**config.mk**
```make
export PLATFORM = sky130hd
export DESIGN_NAME = ghost_chaser
export DESIGN_NICKNAME = d
export VERILOG_FILES = /design/src/rtl/ghost_chaser.sv
export SDC_FILE = /design/constraint.sdc
export NUM_CORES = 1
export LEC_CHECK = 0
export CAP_MARGIN = 20
export CORE_UTILIZATION = 45
export DETAILED_ROUTE_END_ITERATION = 10
export SETUP_SLACK_MARGIN = 0.1
export SLEW_MARGIN = 30
export SYNTH_ARGS = -nofsm -noshare
export SYNTH_HDL_FRONTEND = slang
export SYNTH_SLANG_ARGS = --single-unit
```
**constraint.sdc**
```tcl
create_clock -name clk -period 8.21 [get_ports clk]
set_input_delay 1.642 -clock clk [delete_from_list [all_inputs] [get_ports clk]]
set_output_delay 1.642 -clock clk [all_outputs]
set_load 0.01 [all_outputs]
```
**src/rtl/ghost_chaser.sv**
```systemverilog
// Ghost sprite position generator: steps one pixel per movement tick toward a
// mode-dependent target and flags collisions with Pac-Man.
//
//  mode     | meaning
//  SCATTER  | head for the home corner; times out into CHASE
//  CHASE    | head for Pac-Man; times out into SCATTER
//  FRIGHT   | flee Pac-Man; times out into CHASE, restarts on every pellet
//  RETURN   | eaten, run home at 2 px/step; SCATTER once back at INIT
module ghost_chaser #(
   parameter int STEP_DIV      = 1_000_000,
   parameter int X_MIN         = 0,
   parameter int X_MAX         = 620,
   parameter int Y_MIN         = 0,
   parameter int Y_MAX         = 460,
   parameter int INIT_X        = 250,
   parameter int INIT_Y        = 146,
   parameter int HOME_X        = 600,
   parameter int HOME_Y        = 20,
   parameter int SCATTER_STEPS = 400,
   parameter int CHASE_STEPS   = 1400,
   parameter int FRIGHT_STEPS  = 600,
   parameter int HIT_DIST      = 8
) (
   input  logic       clk,
   input  logic       clrn,
   input  logic       enable,
   input  logic       fright_req,
   input  logic [9:0] pac_x,
   input  logic [8:0] pac_y,
   output logic [9:0] ghost_x,
   output logic [8:0] ghost_y,
   output logic [1:0] mode,
   output logic       caught,
   output logic       eaten
);

   localparam int T_SC = (SCATTER_STEPS > CHASE_STEPS) ? SCATTER_STEPS : CHASE_STEPS;
   localparam int T_MAX = (T_SC > FRIGHT_STEPS) ? T_SC : FRIGHT_STEPS;
   localparam int TW = $clog2(T_MAX + 1);
   localparam int PW = $clog2(STEP_DIV + 1);
   localparam logic signed [11:0] X_LO = 12'(X_MIN);
   localparam logic signed [11:0] X_HI = 12'(X_MAX);
   localparam logic signed [11:0] Y_LO = 12'(Y_MIN);
   localparam logic signed [11:0] Y_HI = 12'(Y_MAX);

   typedef enum logic [1:0] {
      M_SCATTER = 2'd0,
      M_CHASE   = 2'd1,
      M_FRIGHT  = 2'd2,
      M_RETURN  = 2'd3
   } mode_t;

   mode_t             mode_q, mode_d;
   logic [PW-1:0]     pre_q, pre_d;
   logic [TW-1:0]     tmr_q, tmr_d, tmr_last;
   logic [9:0]        x_d, mv_x, tgt_x;
   logic [8:0]        y_d, mv_y, tgt_y;
   logic              caught_d, eaten_d;
   logic signed [10:0] dx, pdx;
   logic signed [9:0]  dy, pdy;
   logic [10:0]       mag_x, pmag_x;
   logic [9:0]        mag_y, pmag_y;
   logic signed [11:0] gx_s, gy_s, amt_x, amt_y, cand_x, cand_y;
   logic              step, hit, at_init, flip, ret;
   logic              neg_x, neg_y, ok_x, ok_y, x_first, moving;

   assign mode = mode_q;
   assign step = enable && (pre_q == PW'(STEP_DIV - 1));
   assign flip = (mode_q == M_FRIGHT);
   assign ret  = (mode_q == M_RETURN);
   assign at_init = (ghost_x == 10'(INIT_X)) && (ghost_y == 9'(INIT_Y));

   // FRIGHT aims at Pac-Man too; the move direction is inverted below
   always_comb begin
      tgt_x = 10'(HOME_X);
      tgt_y = 9'(HOME_Y);
      case (mode_q)
         M_CHASE, M_FRIGHT: begin
            tgt_x = pac_x;
            tgt_y = pac_y;
         end
         M_RETURN: begin
            tgt_x = 10'(INIT_X);
            tgt_y = 9'(INIT_Y);
         end
         default: ;
      endcase
   end

   assign dx     = $signed({1'b0, tgt_x}) - $signed({1'b0, ghost_x});
   assign dy     = $signed({1'b0, tgt_y}) - $signed({1'b0, ghost_y});
   assign pdx    = $signed({1'b0, pac_x}) - $signed({1'b0, ghost_x});
   assign pdy    = $signed({1'b0, pac_y}) - $signed({1'b0, ghost_y});
   assign mag_x  = $unsigned(dx[10] ? -dx : dx);
   assign mag_y  = $unsigned(dy[9] ? -dy : dy);
   assign pmag_x = $unsigned(pdx[10] ? -pdx : pdx);
   assign pmag_y = $unsigned(pdy[9] ? -pdy : pdy);

   assign hit = enable && !ret && (pmag_x < 11'(HIT_DIST)) && (pmag_y < 10'(HIT_DIST));

   assign gx_s  = $signed({2'b00, ghost_x});
   assign gy_s  = $signed({3'b000, ghost_y});
   assign amt_x = (ret && mag_x > 11'd1) ? 12'sd2 : 12'sd1;
   assign amt_y = (ret && mag_y > 10'd1) ? 12'sd2 : 12'sd1;
   // fleeing on an axis with zero delta goes toward the positive side
   assign neg_x = flip ? (!dx[10] && dx != 11'sd0) : dx[10];
   assign neg_y = flip ? (!dy[9] && dy != 10'sd0) : dy[9];
   assign cand_x = neg_x ? gx_s - amt_x : gx_s + amt_x;
   assign cand_y = neg_y ? gy_s - amt_y : gy_s + amt_y;
   assign ok_x = (flip || dx != 11'sd0) && (cand_x >= X_LO) && (cand_x <= X_HI);
   assign ok_y = (flip || dy != 10'sd0) && (cand_y >= Y_LO) && (cand_y <= Y_HI);
   assign x_first = (mag_x >= {1'b0, mag_y});
   assign moving  = (dx != 11'sd0) || (dy != 10'sd0);

   always_comb begin
      mv_x = ghost_x;
      mv_y = ghost_y;
      if (moving) begin
         if (x_first) begin
            if (ok_x)      mv_x = cand_x[9:0];
            else if (ok_y) mv_y = cand_y[8:0];
         end else begin
            if (ok_y)      mv_y = cand_y[8:0];
            else if (ok_x) mv_x = cand_x[9:0];
         end
      end
   end

   always_comb begin
      case (mode_q)
         M_SCATTER: tmr_last = TW'(SCATTER_STEPS - 1);
         M_CHASE:   tmr_last = TW'(CHASE_STEPS - 1);
         default:   tmr_last = TW'(FRIGHT_STEPS - 1);
      endcase
   end

   always_comb begin
      mode_d   = mode_q;
      tmr_d    = tmr_q;
      pre_d    = pre_q;
      x_d      = ghost_x;
      y_d      = ghost_y;
      caught_d = 1'b0;
      eaten_d  = 1'b0;
      if (enable) begin
         pre_d = step ? '0 : pre_q + PW'(1);
         if (hit) begin
            tmr_d = '0;
            if (mode_q == M_FRIGHT) begin
               eaten_d = 1'b1;
               mode_d  = M_RETURN;
            end else begin
               caught_d = 1'b1;
               mode_d   = M_SCATTER;
               x_d      = 10'(INIT_X);
               y_d      = 9'(INIT_Y);
            end
         end else begin
            if (step) begin
               x_d = mv_x;
               y_d = mv_y;
            end
            if (ret) begin
               if (at_init) begin
                  mode_d = M_SCATTER;
                  tmr_d  = '0;
               end
            end else if (fright_req) begin
               mode_d = M_FRIGHT;
               tmr_d  = '0;
            end else if (step) begin
               if (tmr_q == tmr_last) begin
                  tmr_d  = '0;
                  mode_d = (mode_q == M_CHASE) ? M_SCATTER : M_CHASE;
               end else begin
                  tmr_d = tmr_q + TW'(1);
               end
            end
         end
      end
   end

   always_ff @(posedge clk or negedge clrn) begin
      if (!clrn) begin
         mode_q  <= M_SCATTER;
         tmr_q   <= '0;
         pre_q   <= '0;
         ghost_x <= 10'(INIT_X);
         ghost_y <= 9'(INIT_Y);
         caught  <= 1'b0;
         eaten   <= 1'b0;
      end else begin
         mode_q  <= mode_d;
         tmr_q   <= tmr_d;
         pre_q   <= pre_d;
         ghost_x <= x_d;
         ghost_y <= y_d;
         caught  <= caught_d;
         eaten   <= eaten_d;
      end
   end

endmodule

```
## Yosys cells after proc, flatten, opt, wreduce, memory -nomap -nowiden

Index checks and enable logic that the tools add are counted.
Widths: inputs -> output; s select.

- Register bits: 54
- Bits in latches: 0
- Memory bits (writable): 0
- Memory bits (read-only): 0
- Bits of input ports: 23
- Output and inout port bits: 23
- Word-level logic and storage cells: 120
- Memories: 0

- Add/subtract/negate cells: 14
- Multiply operators: 0
- Div/mod/pow operators: 0
- Order comparisons: 9
- Equality and inequality tests: 11
- Shift-type cells: 0
- Multiplexer cells: 48
- Bitwise gates (word level): 0
- Reduce and logical (&&, ||, !) cells: 31

Operator list:

| cell | count |
|---|---|
| $mux 10 | 9 |
| $mux 11 | 8 |
| $mux 9 | 7 |
| $ge 12x1->1 const B | 2 |
| $mux 12 | 2 |
| $neg 11->11 | 2 |
| $pmux 11 s2 | 1 |
| $sub 10x10->11 | 2 |
| $add 20x1->20 const B | 1 |
| $eq 20x20->1 const B | 1 |
| $mux 20 | 1 |
| $neg 10->10 | 2 |
| $pmux 10 s2 | 1 |
| $sub 9x9->10 | 2 |
| $mux 2 | 9 |
| $pmux 9 s2 | 1 |
| $logic_and 1x1->1 | 13 |
| $le 12x10->1 const B | 1 |
| $le 12x11->1 const B | 1 |
| $add 10x2->11 | 1 |
| $add 11x1->11 const B | 1 |
| $eq 11x11->1 | 1 |
| $ge 11x10->1 | 1 |
| $gt 11x1->1 const B | 1 |
| other kinds (25) | 42 |

## Logic depth before layout (Yosys ltp)

- Depth in word-level cells: 20
- Gate-level depth with buffers: 34

## Least setup slack after synthesis

No wires, ideal clock.

- Path kind: input -> register
- Start: input port pac_x[7]
- End: register ghost_x[1]
- Arrival: 7953 ps
- Required time: 8130 ps
- Setup slack: 177 ps
- Stages on the path: 27
- Path buffers: 2
- Cells stage by stage: a21oi_1 -> nor2_1 -> ha_1 -> a2111oi_0 -> o21ai_1 -> a41oi_2 -> clkbuf_1 -> nand2_1 -> xnor2_1 -> or4_1 -> o41ai_1 -> ha_1 -> inv_1 -> fa_1 -> nor4_1 -> nand3_1 -> mux2i_1 -> a22oi_1 -> a31oi_1 -> o211a_1 -> nand3_1 -> nor4bb_1 -> nor3_1 -> buf_2 -> o21ai_4 -> a21oi_2 -> o22a_1

- Longest elaborated chain between the ends: 18
- Elaborated cells between the ends (all ways): 38

Ends and longest elaborated chain:

| what | RTL line | text |
|---|---|---|
| start, declared | 28 | `input logic [9:0] pac_x,` |
| $pmux 10 s2 | 77 | `case (mode_q)` |
| $sub 10x10->11 | 90 | `assign dx = $signed({1'b0, tgt_x}) - $signed({1'b0, ghost_x});` |
| $neg 11->11 | 94 | `assign mag_x = $unsigned(dx[10] ? -dx : dx);` |
| $mux 11 | 94 |  |
| $gt 11x1->1 | 103 | `assign amt_x = (ret && mag_x > 11'd1) ? 12'sd2 : 12'sd1;` |
| $logic_and 1x1->1 | 103 |  |
| $mux 2 | 103 |  |
| $add 10x2->11 / $sub 10x2->11 (equally long branches) | 108 | `assign cand_x = neg_x ? gx_s - amt_x : gx_s + amt_x;` |
| $mux 12 | 108 |  |
| $ge 12x1->1 | 110 | `assign ok_x = (flip \|\| dx != 11'sd0) && (cand_x >= X_LO) && (cand_x <= X_HI);` |
| $logic_and 1x1->1 (2 in a row) | 110 |  |
| $mux 10 | 120, 124 |  |
| $mux 10 | 123 | `if (ok_y) mv_y = cand_y[8:0];` |
| $mux 10 | 119 | `if (x_first) begin` |
| $mux 10 | 118 | `if (moving) begin` |
| $mux 10 | 159 | `if (step) begin` |
| $mux 10 | 147 | `if (hit) begin` |
| end signal, assigned | 188 | `ghost_x <= 10'(INIT_X);` |
| end, declared | 30 | `output logic [9:0] ghost_x,` |

Several ways; a longest one is shown, not always the timed one. The select of a mux whose other input is x is not followed.
A chain may end at the register's enable or synchronous reset.

## Final worst setup path

- Start: input port pac_y[1]
- End: register ghost_y[0]

- Longest elaborated chain between the ends: 18
- Elaborated cells between the ends (all ways): 37

Ends and longest elaborated chain:

| what | RTL line | text |
|---|---|---|
| start, declared | 29 | `input logic [8:0] pac_y,` |
| $pmux 9 s2 | 77 |  |
| $sub 9x9->10 | 91 | `assign dy = $signed({1'b0, tgt_y}) - $signed({1'b0, ghost_y});` |
| $neg 10->10 | 95 | `assign mag_y = $unsigned(dy[9] ? -dy : dy);` |
| $mux 10 | 95 |  |
| $gt 10x1->1 | 104 | `assign amt_y = (ret && mag_y > 10'd1) ? 12'sd2 : 12'sd1;` |
| $logic_and 1x1->1 | 104 |  |
| $mux 2 | 104 |  |
| $add 9x2->10 / $sub 9x2->10 (equally long branches) | 109 | `assign cand_y = neg_y ? gy_s - amt_y : gy_s + amt_y;` |
| $mux 12 | 109 |  |
| $ge 12x1->1 | 111 | `assign ok_y = (flip \|\| dy != 10'sd0) && (cand_y >= Y_LO) && (cand_y <= Y_HI);` |
| $logic_and 1x1->1 (2 in a row) | 111 |  |
| $mux 9 | 121, 123 |  |
| $mux 9 | 120 | `if (ok_x) mv_x = cand_x[9:0];` |
| $mux 9 | 119 |  |
| $mux 9 | 118 |  |
| $mux 9 | 159 |  |
| $mux 9 | 147 |  |
| end signal, assigned | 189 | `ghost_y <= 9'(INIT_Y);` |
| end signal, assigned | 197 | `ghost_y <= y_d;` |
| end, declared | 31 | `output logic [8:0] ghost_y,` |

Several ways; a longest one is shown, not always the timed one. The select of a mux whose other input is x is not followed.

==> impl_metrics.ini <==
[synthesis]
async_reset_ff_share_pct = 100.0
seq_area_frac_synth_pct = 18.47
synth_top_area_share_pct = 15.27
yosys_warnings = 0
ys_ff_latch = 54
synth_flop_cell = dfrtp_1
yosysTopAreaCell = dfrtp_1
synth_nets = 1064
syn_area_um2 = 7376
synth_edf_count = 0
synth_area_leaders = dfrtp_1 15%, ha_1 11%, nor2_1 5.0%
syn_inst = 966
yosysUniqueCellTypes = 93
synth.avg_cell_area_um2 = 7.635

[routing]
wl_um = 21460
vias_per_cell = 5.889
dr.first_iter.drc_count = 579
vias = 7290
ant_nets = 0
route.detailed.drc = 0
dr.pass1.iters = 6
wire_per_inst_um = 17.33

[clocking]
clk_latency_ns = 0.30
cts_hold_buf = 0
cts.htree.levels = 2
path_clk_slew_ns = 0.08
cts_tree = done
cts.sink_count = 54
clockBufferDepth = 2
cts_root_buffer = clkbuf_16
cts_buffers = 5

[global_routing]
grt_overflow = 0
grt_max_degree = 55
antenna_found_initial = 0
grt_pass1_wl_um = 34670
grt_pass1_vias = 6604
grt.total_usage_pct = 25.92

[floorplanning]
die-area_um2 = 16910
die_w_um = 130.0
io_pins = 46
start_util_pct = 46.26
die_y_um = 130.0
fp.coreArea_um2 = 15940
fp-row-count = 46

[power_and_ir_drop]
clkPwrFrac_pct = 6.4
ir_drop_mv = 0.2597
switching_share_pct = 54.31
p_comb_share_pct = 84.3
switchingPower_w = 0.001920
p_seq_share_pct = 9.3
p_leak_nw = 3.495
p_per_area_nw_per_um2 = 417.8
intPower_w = 0.001615

[sta]
slew_headroom_pct = 49.61
min_period_over_period_pct = 94.22
drv_slew = 0
finalCriticalPeriod_ns = 7.735
finClkSkew_ns = 0.008394
fmax_mhz = 129.3
finalHoldViolCount = 0
grt_setup_unrepaired = false
worstMarginPinSlew_ns = 0.7536
final-setup-viol-count = 0

[setup_path]
critPathSlowestCell = or4b_2
path_class = input pin to flip-flop
cp.arrival_ns = 7.92
cp.required_ns = 8.39
critPathTopFamily = simple AND/OR/NAND/NOR gates
rrSetupSlack_ns = 0.79
crit_chain = clkdlybuf4s50_1, a21oi_1, nor2_1, fa_1, a21o_1, a22oi_1, mux2_2, or2_2, or4b_2, nand3_1, o41ai_1, buf_4, ha_1, nor2_1, o21ai_0, nand2_1, a211oi_1, nor3_1, or4_1, a221oi_1, o2111ai_2, nand4_1, a22o_4, mux2_2
cp_max_fo = 6
critPathCaptureType = flip-flop
slowest_delay_ns = 0.70
path_buf_inv = 2
crit_path_start_kind = input pin

[cells_and_area]
drive_gt1_share_pct = 10.37
area_growth_syn_to_layout_pct = 14.71
final_area_um2 = 8461
antenna_cells = 0
nNetsFinal = 1119
fin_cells = 1238
fillers = 1599
final_util_pct = 53.07

[min_path]
hp-class = flip-flop to flip-flop

[outcome]
outcome = completed

[place]
portBuffers = 45
numPlacedInstances = 1222
place.gp.congestion = 0.9437
place_area_um2 = 8159
hpwl_um = 16920

[flow_run]
cap_violations = 0
## worst paths after layout
path | startpoint | to | cells after the start
worst max-delay path | pac_y[1] | ghost_y[0] | 24
worst min-delay path | pre_q[10] | pre_q[10] | 1
worst max register to register | mode[1] | ghost_y[0] | 29
worst min register to register | pre_q[10] | pre_q[10] | 1
max in group asynchronous | clrn | pre_q[18] | 2
min in group asynchronous | clrn | tmr_q[0] | 2
## layout by cell type (no fill, tap or decap), drive strengths merged, types with 7 or more instances in the layout
| cell | instances |
|---|---|
| nor2 | 98 |
| nand2 | 93 |
| ha | 67 |
| o21ai | 61 |
| inv | 59 |
| a21oi | 53 |
| nand3 | 52 |
| dfrtp | 45 |
| clkdlybuf4s50 | 44 |
| xnor2 | 41 |
| buf | 34 |
| xor2 | 27 |
| nor3 | 27 |
| and2 | 18 |
| and3 | 16 |
| nand4 | 16 |
| nor2b | 16 |
| a21o | 15 |
| o211ai | 13 |
| mux2i | 13 |
| nand2b | 11 |
| o21a | 11 |
| o31ai | 11 |
| nor4 | 11 |
| a31oi | 10 |
| or3 | 10 |
| or2 | 10 |
| dfstp | 9 |
| mux2 | 8 |
| a211oi | 8 |
| fa | 8 |
| o2111ai | 7 |
| a41oi | 7 |
## final cells by class
class / instances / area (um2) / share of cell area (%)
multi-input combinational: 824 / 5764 / 68.13
sequential: 54 / 1363 / 16.10
timing repair buffer: 78 / 690.7 / 8.163
tap: 216 / 270.3 / 3.194
inverter: 58 / 217.7 / 2.573
clock buffer: 6 / 138.9 / 1.642
clock inverter: 2 / 16.27 / 0.1923
## state kept, by name (all words and copies together), names as in the netlist
| signal | count |
|---|---|
| caught | 1 |
| eaten | 1 |
| ghost_x | 10 |
| ghost_y | 9 |
| mode | 2 |
| pre_q | 20 |
| tmr_q | 11 |
## cell usage after synthesis (16+ instances only)
master    count
clkbuf_1     25
nor2_1       98
ha_1         67
inv_1        58
nand2_1      93
xor2_1       27
nor2b_1      16
dfrtp_1      45
o21ai_0      50
xnor2_1      41
nor3_1       24
a21oi_1      52
and2_1       17
nand3_1      52
## kinds of logic (layout without fill, tap and decap cells)
| group | Yosys count | after routing | share of synthesized area (%) |
|---|---|---|---|
| adder cells (fa/ha/maj) | 75 | 75 | 13.54 |
| AND/OR/NAND/NOR | 401 | 401 | 27.70 |
| flip-flops | 54 | 54 | 18.47 |
| buffers and inverters | 89 | 144 | 4.784 |
| AO/OA/AOI/OAI | 258 | 259 | 24.34 |
| multiplexers | 21 | 21 | 3.087 |
| XOR/XNOR | 68 | 68 | 8.075 |
## layer usage
| layer | part of all wire (%) | GRT usage, % | wire (um) | vias to the layer above |
|---|---|---|---|---|
| met5 | 0 | 0 | 0 | - |
| met4 | 1.2 | 4.241 | 248 | 0 |
| met3 | 4.3 | 1.640 | 913 | 17 |
| met2 | 45 | 41.90 | 9658 | 201 |
| met1 | 50 | 38.28 | 10640 | 3424 |
| li1 | - | - | - | 3648 |
## power groups by stage
stage | Clock (W) | Sequential, W | Combinational, W
after floorplan | 0 | 0.000326 | 0.00214
after global placement | 0 | 0.000333 | 0.00282
after detailed placement | 0 | 0.000333 | 0.00283
after CTS | 0.000228 | 0.000328 | 0.00285
after global routing | 0.000238 | 0.000334 | 0.00333
final | 0.000225 | 0.000328 | 0.00298
## what timing repair did
action / CTS / global route
gates resized for setup: 0 / 20
setup endpoints to repair: 0 / 19
setup buffers: 0 / 6
## stage by stage
step           total power, W  hold WS, ns  setup slack [ns]  TNS (ns)
5_1_grt              0.003898       0.5365            0.1130         0
2_1_floorplan        0.002467       0.4597            0.1773         0
3_3_place_gp         0.003148       0.4922          -0.05369  -0.05369
6_report             0.003535       0.4995            0.4748         0
3_5_place_dp         0.003166       0.4888          -0.04732  -0.06551
4_1_cts              0.003407       0.5042            0.1954         0
Power figures use the tool's default switching activity.
